## config.mk

```make
export PLATFORM = sky130hd
export DESIGN_NAME = jt12_kon_gen
export DESIGN_NICKNAME = d
export VERILOG_FILES = /design/src/rtl/jt12_kon_gen.sv
export SDC_FILE = /design/constraint.sdc
export NUM_CORES = 1
export LEC_CHECK = 0
export ABC_AREA = 1
export CORE_AREA = 3 3 107 99
export DETAILED_ROUTE_END_ITERATION = 16
export DIE_AREA = 0 0 110 102
export HOLD_SLACK_MARGIN = 0.06
export PLACE_DENSITY_LB_ADDON = 0.25
export SKIP_LAST_GASP = 1
export SYNTH_ARGS = -nofsm -noshare
export SYNTH_HDL_FRONTEND = slang
export SYNTH_SLANG_ARGS = --single-unit
```

## constraint.sdc

```tcl
create_clock -name clk -period 1.8 [get_ports clk]
set_clock_uncertainty 0.1 [all_clocks]
set_input_delay 0.36 -clock clk [delete_from_list [all_inputs] [get_ports clk]]
set_output_delay 0.36 -clock clk [all_outputs]
set_load 0.05 [all_outputs]
```

## src/rtl/jt12_kon_gen.sv

```systemverilog
// ---------------------------------------------------------------------------
// jt12_kon_gen
//
// Key-on state block for the FM operator pipeline. One key-on bit is kept per
// (channel, operator) slot in an indexed register file, so the channel count
// is a parameter rather than a side effect of a shift-ring length. When the
// slot sequencer presents a slot, the block returns (one clk_en cycle later)
// the slot's key-on level plus key-on / key-off edge strobes relative to the
// previous visit of the same slot.
//
// CSM (composite sine mode) key-on is applied to channel CSM_CH for exactly
// one full operator pass per timer-A overflow. CSM_EN=0 removes that logic.
//
// Parameters:
//   NUM_CH  number of channels, 1..8
//   CSM_CH  channel forced on by CSM, must be < NUM_CH
//   CSM_EN  1 keeps the CSM logic, 0 removes it
//
// Ports:
//   clk, rst_n   clock and asynchronous active-low reset
//   clk_en       clock enable; state only advances while high
//   keyon_op     key-on mask from a register write (bit0=S1 .. bit3=S4)
//   keyon_ch     channel targeted by the key-on write
//   up_keyon     key-on register write strobe
//   next_op      slot operator being sequenced (0=S1 1=S3 2=S2 3=S4)
//   next_ch      slot channel being sequenced
//   csm          CSM mode enable
//   overflow_A   timer A overflow pulse
//   keyon_I      registered key-on level of the slot presented last clk_en
//   kon_edge     that slot went 0->1 since its previous visit
//   koff_edge    that slot went 1->0 since its previous visit
// ---------------------------------------------------------------------------
module jt12_kon_gen #(
  parameter int NUM_CH = 6,
  parameter int CSM_CH = 2,
  parameter bit CSM_EN = 1'b1
) (
  input  logic       clk,
  input  logic       rst_n,
  input  logic       clk_en,
  input  logic [3:0] keyon_op,
  input  logic [2:0] keyon_ch,
  input  logic       up_keyon,
  input  logic [1:0] next_op,
  input  logic [2:0] next_ch,
  input  logic       csm,
  input  logic       overflow_A,
  output logic       keyon_I,
  output logic       kon_edge,
  output logic       koff_edge
);

  localparam logic [2:0] CSM_CH_SEL = 3'(CSM_CH);

  // Register file, one nibble per channel indexed by physical operator S1..S4
  logic [NUM_CH-1:0][3:0] kon;
  // Level seen on the previous visit of each slot, used for edge detection
  logic [NUM_CH-1:0][3:0] prev;

  logic [1:0] op_sel;
  logic       slot_valid;
  logic       reg_bit;
  logic       prev_bit;
  logic       cur;
  logic       csm_force;

  // Sequencer order is S1,S3,S2,S4, so the two slot bits swap to give the
  // physical operator index.
  assign op_sel = {next_op[0], next_op[1]};

  // Slot read. Channels at or above NUM_CH match no entry, so they read as
  // zero for both the level and the previous level.
  always_comb begin
    slot_valid = 1'b0;
    reg_bit    = 1'b0;
    prev_bit   = 1'b0;
    for (int i = 0; i < NUM_CH; i++) begin
      if (next_ch == 3'(i)) begin
        slot_valid = 1'b1;
        reg_bit    = kon[i][op_sel];
        prev_bit   = prev[i][op_sel];
      end
    end
  end

  // The CSM force is kept out of the register file; it only ORs into the
  // level presented for this visit.
  assign cur = slot_valid & (reg_bit | csm_force);

  // Key-on register writes. Writes to channels outside the file match no
  // entry and are dropped. Because the read above uses the registered value,
  // a write to the slot being read shows up only on its next visit.
  always_ff @(posedge clk or negedge rst_n) begin
    if (!rst_n) begin
      kon <= '0;
    end else if (clk_en && up_keyon) begin
      for (int i = 0; i < NUM_CH; i++) begin
        if (keyon_ch == 3'(i)) kon[i] <= keyon_op;
      end
    end
  end

  // Remember the level of each visited slot for the next visit's edges.
  always_ff @(posedge clk or negedge rst_n) begin
    if (!rst_n) begin
      prev <= '0;
    end else if (clk_en) begin
      for (int i = 0; i < NUM_CH; i++) begin
        if (next_ch == 3'(i)) prev[i][op_sel] <= cur;
      end
    end
  end

  // Registered outputs; they hold while clk_en is low.
  always_ff @(posedge clk or negedge rst_n) begin
    if (!rst_n) begin
      keyon_I   <= 1'b0;
      kon_edge  <= 1'b0;
      koff_edge <= 1'b0;
    end else if (clk_en) begin
      keyon_I   <= cur;
      kon_edge  <= cur & ~prev_bit;
      koff_edge <= ~cur & prev_bit;
    end
  end

  if (CSM_EN) begin : g_csm
    // IDLE has no pass pending; ARMED is the pending flag waiting for the
    // S1 slot of CSM_CH; ACTIVE covers the CSM_CH pass up to its S4 slot.
    typedef enum logic [1:0] {
      CSM_IDLE   = 2'd0,
      CSM_ARMED  = 2'd1,
      CSM_ACTIVE = 2'd2
    } csm_state_t;

    csm_state_t state;
    csm_state_t state_nxt;
    logic       on_csm_ch;
    logic       at_first;
    logic       at_last;
    logic       force_int;

    assign on_csm_ch = (next_ch == CSM_CH_SEL);
    assign at_first  = on_csm_ch && (next_op == 2'd0);
    assign at_last   = on_csm_ch && (next_op == 2'd3);

    always_ff @(posedge clk or negedge rst_n) begin
      if (!rst_n) state <= CSM_IDLE;
      else        state <= state_nxt;
    end

    // Dropping csm abandons any pending or running pass without waiting for
    // clk_en. Overflows while ARMED or ACTIVE are simply absorbed.
    always_comb begin
      state_nxt = state;
      if (!csm) begin
        state_nxt = CSM_IDLE;
      end else if (clk_en) begin
        case (state)
          CSM_IDLE:   if (overflow_A) state_nxt = CSM_ARMED;
          CSM_ARMED:  if (at_first)   state_nxt = CSM_ACTIVE;
          CSM_ACTIVE: if (at_last)    state_nxt = CSM_IDLE;
          default:                    state_nxt = CSM_IDLE;
        endcase
      end
    end

    // The entry slot is forced while still ARMED so the whole pass, S1
    // included, sees the force. Gating by csm clears it in the same cycle.
    always_comb begin
      force_int = 1'b0;
      if (csm) begin
        case (state)
          CSM_ARMED:  force_int = at_first;
          CSM_ACTIVE: force_int = on_csm_ch;
          default:    force_int = 1'b0;
        endcase
      end
    end

    assign csm_force = force_int;
  end else begin : g_no_csm
    assign csm_force = 1'b0;
  end

endmodule

```

==> results of run 1 <==
## path summary, 6_finish.rpt
kind	start	end	depth (start not counted)
min in group asynchronous	rst_n	kon[11]	3
max in group asynchronous	rst_n	prev[13]	3
worst max-delay path	g_csm.state[0]	prev[15]	9
worst min register to register	keyon_I	keyon_I	2
worst min-delay path	keyon_I	keyon_I	2
worst max register to register	g_csm.state[0]	prev[15]	9
## logic make-up after synthesis
family | share of synthesized area [%]
compound gates | 13.2
fa+ha+maj | 1.77
buf+inv | 8.33
flops | 47.0
simple gates | 29.7
## state kept, by name, summed over array words and instances (netlist names)
signal / count
g_csm.state: 2
keyon_I: 1
koff_edge: 1
kon: 24
kon_edge: 1
prev: 24
## routing by layer
| metal | global-route usage, % | up-vias | part of all wire, % |
|---|---|---|---|
| li1 | - | 1324 | - |
| met1 | 19.3 | 1133 | 50 |
| met2 | 21.3 | 28 | 48 |
| met3 | 2.08 | 2 | 2.2 |
| met4 | 1.73 | 0 | 0.30 |
| met5 | 0 | - | 0 |
## report_power, final
part           internal (mW)  total (mW)  switching, mW
registers               1.42        1.53          0.113
logic                  0.326       0.751          0.424
clock network          0.413       0.805          0.392
## metrics by stage
stage | setup TNS [ps] | setup slack (ps) | util, % | power [mW]
2_1_floorplan | 0 | 144 | - | 1.99
5_1_grt | -21.7 | -13.8 | 37.9 | 3.30
3_5_place_dp | -17040 | -497 | 35.3 | 2.25
4_1_cts | 0 | 20.6 | 37.8 | 3.12
3_3_place_gp | -17940 | -551 | 35.3 | 2.24
6_report | 0 | 96.5 | 37.9 | 3.09
## timing repair
item	4_1_cts	5_1_grt
gates resized for setup	19	7
pin swaps	5	4
endpoints found under the setup margin	29	17
hold buffers	1	0
hold endpoints to repair	53	0
buffers inserted	3	1
cloned	2	0
## area by class of cell
| class | instances | area share (%) |
|---|---|---|
| sequential | 53 | 36.6 |
| timing repair buffer | 62 | 16.1 |
| inverter | 39 | 4.24 |
| clock inverter | 2 | 1.07 |
| tap | 126 | 4.34 |
| clock buffer | 5 | 1.90 |
| multi-input combinational | 281 | 35.8 |
## placed cells by master, fill, tap and decap left out, types with 4 or more instances in the layout
cell             count
nand2_1            144
dfrtp_1             53
o21ai_0             52
nor2_1              41
buf_4               38
inv_1               33
clkdlybuf4s50_1     10
nand3_1              9
clkbuf_8             5
inv_2                4
ha_1                 4
## worst max-delay path, delay by kind of cell (launching register included)
family / cells / cell delay [ps]
flops: 1 / 400
simple gates: 5 / 480
fa+ha+maj: 1 / 290
compound gates: 1 / 70
buf+inv: 2 / 240
## cells in the mapped netlist, types with 2 or more instances
cell,n
nand2_1,146
a22oi_1,2
clkbuf_1,2
nand3_1,9
inv_1,36
dfrtp_1,53
ha_1,4
a21oi_1,3
buf_6,5
a211oi_1,2
nor2_1,43
nor3_1,5
o21ai_0,52
buf_2,3
inv_2,2
o22ai_1,3
==> results_dict.tcl, run 1 <==
set metrics [dict create \
    numClockSinks 53 \
    cp.arrival_ps 1790 \
    dieArea_mm2 0.0112 \
    cp.required_ps 1880 \
    final-hold-violation-count 0 \
    setup_viol 0 \
    num_rows 34 \
    fp.dieH_um 102 \
    syn_area_mm2 0.00282 \
    final_cells 568 \
    ys_types 30 \
    fin_nets 464 \
    peakVddDrop_mv 0.349 \
    netlist_top_cells_area "dfrtp_1, nand2_1, o21ai_0" \
    cp_max_fo 14 \
    status "complete, no violations" \
    die_x_um 110 \
    vias 2487 \
    netlist_instances 384 \
    pin_count 21 \
    grt_max_degree 54 \
    start_util_pct 29.5 \
    drive_gt1_share_pct 16.3 \
    track_usage_pct 13.3 \
    synth_edf_count 0 \
    hpwlAfterDp_um 4980 \
    yosys_warnings 0 \
    io_buffers 20 \
    seq_area_frac_synth_pct 47.0 \
    initialDrtViolationCount 140 \
    fin_crit_sh_pct 94.6 \
    synthFlopType "dfrtp_1" \
    async_reset_ff_share_pct 100 \
    grt_pass1_vias 2378 \
    drv_slew 0 \
    cap_violations 0 \
    antenna_left 0 \
    fin_area_mm2 0.00363 \
    critical_path_class "reg2reg" \
    grt_pass1_wl_um 11800 \
    fillers 1001 \
    syn_area_per_cell_um2 7.35 \
    hold_path_class "reg2reg" \
    place_congestion 0.803 \
    worst-r2r-setup-slack_ps 100 \
    ys_seq_elements 53 \
    wl_per_cell_um 12.2 \
    crit_path_start_kind "flip-flop" \
    antenna_cells 0 \
    power.density_mw_per_mm2 850 \
    finalWirelength_um 6940 \
    htreeDepth 2 \
    viasPerCell 4.38 \
    synth_top_area_share_pct 47.0 \
    dp.cells 554 \
    fmax_ghz 0.587 \
    antenna_found_initial 0 \
    path_cells "inv_2 > ha_1 > nand3_1 > nor2_1 > nor2_2 > nand3_4 > buf_12 > nand2_1 > o21ai_0" \
    area_growth_pct 28.5 \
    path_clk_slew_ps 100 \
    clk_latency_ps 300 \
    placed_area_mm2 0.00338 \
    min_period_ps 1700 \
    register_area_mm2 0.00133 \
    tightestPinTransition_ps 368 \
    worstSetupEndpointType "flip-flop" \
    hold-worst-slack_ps 392 \
    coreArea_mm2 0.00957 \
    clockRootBuffer "clkbuf_8" \
    grt_overflow 0 \
    critPathMaxStageDelay_ps 400 \
    max-clock-path-buffers 2 \
    rsz0062_at_grt "true" \
    slew_headroom_pct 75.4 \
    drc_errors 0 \
    power_leakage_nw 1.85 \
    first_pass_iters 4 \
    yosysTopAreaCell "dfrtp_1" \
    synth_nets 406 \
    multiInputGateArea_mm2 0.00130 \
    tritoncts "built" \
    cts_made_buffers 5 \
    cp_slowest_cell "dfrtp_1" \
]
Note: power is estimated with default switching activity, not from simulation.
==> run 2: changes to the inputs <==
--- a/config.mk
+++ b/config.mk
@@ -6,10 +6,11 @@
 export NUM_CORES = 1
 export LEC_CHECK = 0
 export ABC_AREA = 1
-export CORE_AREA = 3 3 107 99
+export CORE_AREA = 3 3 78 73
 export DETAILED_ROUTE_END_ITERATION = 16
-export DIE_AREA = 0 0 110 102
+export DIE_AREA = 0 0 81 76
 export HOLD_SLACK_MARGIN = 0.06
+export MAX_ROUTING_LAYER = met4
 export PLACE_DENSITY_LB_ADDON = 0.25
 export SKIP_LAST_GASP = 1
 export SYNTH_ARGS = -nofsm -noshare
==> results_dict.tcl, run 2 (synthesis results as in run 1) <==
set metrics [dict create \
    status "complete, no violations" \
    io_buffers 20 \
    viasPerCell 5.27 \
    cts_made_buffers 5 \
    path_clk_slew_ps 90 \
    seqPwrFrac_pct 52.4 \
    drc_errors 0 \
    start_util_pct 58.1 \
    initialDrtViolationCount 221 \
    total_power_mw 2.94 \
    slew_headroom_pct 69.7 \
    grt_util_met2_pct 38.0 \
    fin_nets 461 \
    grtUsageMet3_pct 3.90 \
    multiInputGateArea_mm2 0.00130 \
    internal-power_mw 2.00 \
    antenna_cells 0 \
    use_met1_pct 33.1 \
    crit_start "g_csm.state[0]" \
    critical_path_class "reg2reg" \
    min_period_ps 1720 \
    tns_ps 0 \
    fin_crit_sh_pct 95.3 \
    critical_path.top_delay_family "simple AND/OR/NAND/NOR gates" \
    path_buf_inv 2 \
    setup_viol 0 \
    fillers 395 \
    power_frac_comb_pct 25.4 \
    htreeDepth 2 \
    grt_pass1_vias 2616 \
    worstSetupEndpointType "flip-flop" \
    wl_per_cell_um 13.5 \
    tightestPinTransition_ps 455 \
    num_rows 24 \
    dieArea_mm2 0.00616 \
    worstReg2RegStart "g_csm.state[0]" \
    top_usage_layer "met2" \
    crit_path_start_kind "flip-flop" \
    register_area_mm2 0.00133 \
    drive_gt1_share_pct 15.2 \
    grt_overflow 0 \
    top_regs "kon: 24 flops, prev: 24 flops, g_csm.state: 2 flops" \
    peakVddDrop_mv 0.724 \
    vias 2660 \
    grt_pass1_wl_um 11600 \
    place_congestion 0.874 \
    critPathMaxStageDelay_ps 410 \
    cp_slowest_cell "dfrtp_1" \
    antenna_found_initial 0 \
    final_cell_mix "nand2_1, dfrtp_1, o21ai_0" \
    final_common_cell "nand2_1" \
    final-hold-violation-count 0 \
    grt_max_degree 23 \
    cp.arrival_ps 1790 \
    fp.dieH_um 76 \
    finalWirelength_um 6800 \
    hold_path_class "reg2reg" \
    switching_power_mw 0.933 \
    pin_count 21 \
    clockRootBuffer "clkbuf_8" \
    cp_max_fo 11 \
    hpwlAfterDp_um 4970 \
    netSwitchingFraction_pct 31.8 \
    area_growth_pct 23.2 \
    drv_slew 0 \
    cp.required_ps 1880 \
    first_pass_iters 5 \
    hp-start "kon[10]" \
    tritoncts "built" \
    clk_latency_ps 310 \
    power_leakage_nw 1.83 \
    antenna_left 0 \
    numClockSinks 53 \
    coreArea_mm2 0.00486 \
    die_x_um 81 \
    max-clock-path-buffers 2 \
    power.density_mw_per_mm2 844 \
    fmax_ghz 0.583 \
    path_cells "inv_2 > ha_1 > nand3_1 > nor2_1 > nor2_2 > nand3_4 > buf_12 > nand2_1 > o21ai_0" \
    clkPwrFrac_pct 22.2 \
    cap_violations 0 \
    track_usage_pct 24.2 \
]
==> run 2: cell count changes in the layout (fill, tap and decap cells not counted), moves of 2 or more <==
| cell | delta |
|---|---|
| buf_4 | -2 |
| clkinv_2 | +2 |
| dlymetal6s2s_1 | +2 |
| inv_6 | -2 |
| nand2_1 | +2 |
==> run 2: power groups by stage <==
| stage | sequential, mW | clock (mW) | combinational, mW |
|---|---|---|---|
| floorplan | 1.55 | 0 | 0.437 |
| global placement | 1.55 | 0 | 0.686 |
| detailed placement | 1.56 | 0 | 0.715 |
| CTS | 1.54 | 0.660 | 0.723 |
| global route | 1.56 | 0.709 | 0.849 |
| finish | 1.54 | 0.651 | 0.745 |
==> run 2: final cells by class <==
class	instances	share of cell area, %
tap	65	2.34
sequential	53	38.1
inverter	39	4.35
multi-input combinational	281	37.5
timing repair buffer	59	15.3
clock buffer	6	2.09
clock inverter	2	0.288
==> run 2: tightest hold or removal path, stage by stage, from the launching register on <==
cell     delay, ps
dfrtp_1        350
nand2_1         50
o21ai_0         60
==> run 2: path summary, 6_finish.rpt <==
check	slack, ps	to	depth (start not counted)
min in group asynchronous	420	prev[6]	2
worst max-delay path	80	prev[9]	9
max in group asynchronous	690	prev[9]	3
worst min register to register	390	kon[10]	2
worst max register to register	80	prev[9]	9
worst min-delay path	390	kon[10]	2
==> run 2: stage by stage <==
stage | setup slack (ps) | utilization, % | area [um2] | hold slack [ps] | instances
floorplan | 144 | - | 2820 | -35.6 | 384
global placement | -413 | 68.0 | 3310 | 225 | 493
global route | -32.2 | 71.5 | 3480 | 415 | 505
finish | 84.6 | 71.5 | 3480 | 393 | 505
CTS | -42.5 | 70.3 | 3420 | 397 | 502
detailed placement | -485 | 68.0 | 3310 | 238 | 493
==> run 2: routing by layer <==
metal  up-vias  part of all wire (%)
li1       1317                     -
met1      1270                    47
met2        61                    48
met3        12                   3.9
met4         0                   1.1
met5         -                     0
==> run 2: repair_timing <==
action                     in CTS  in global routing
hold buffers                    1                  0
hold endpoints to repair       16                  0
setup endpoints to repair      29                 29
pin swaps                       1                  6
gates resized for setup         8                 14
setup buffers                   0                  3
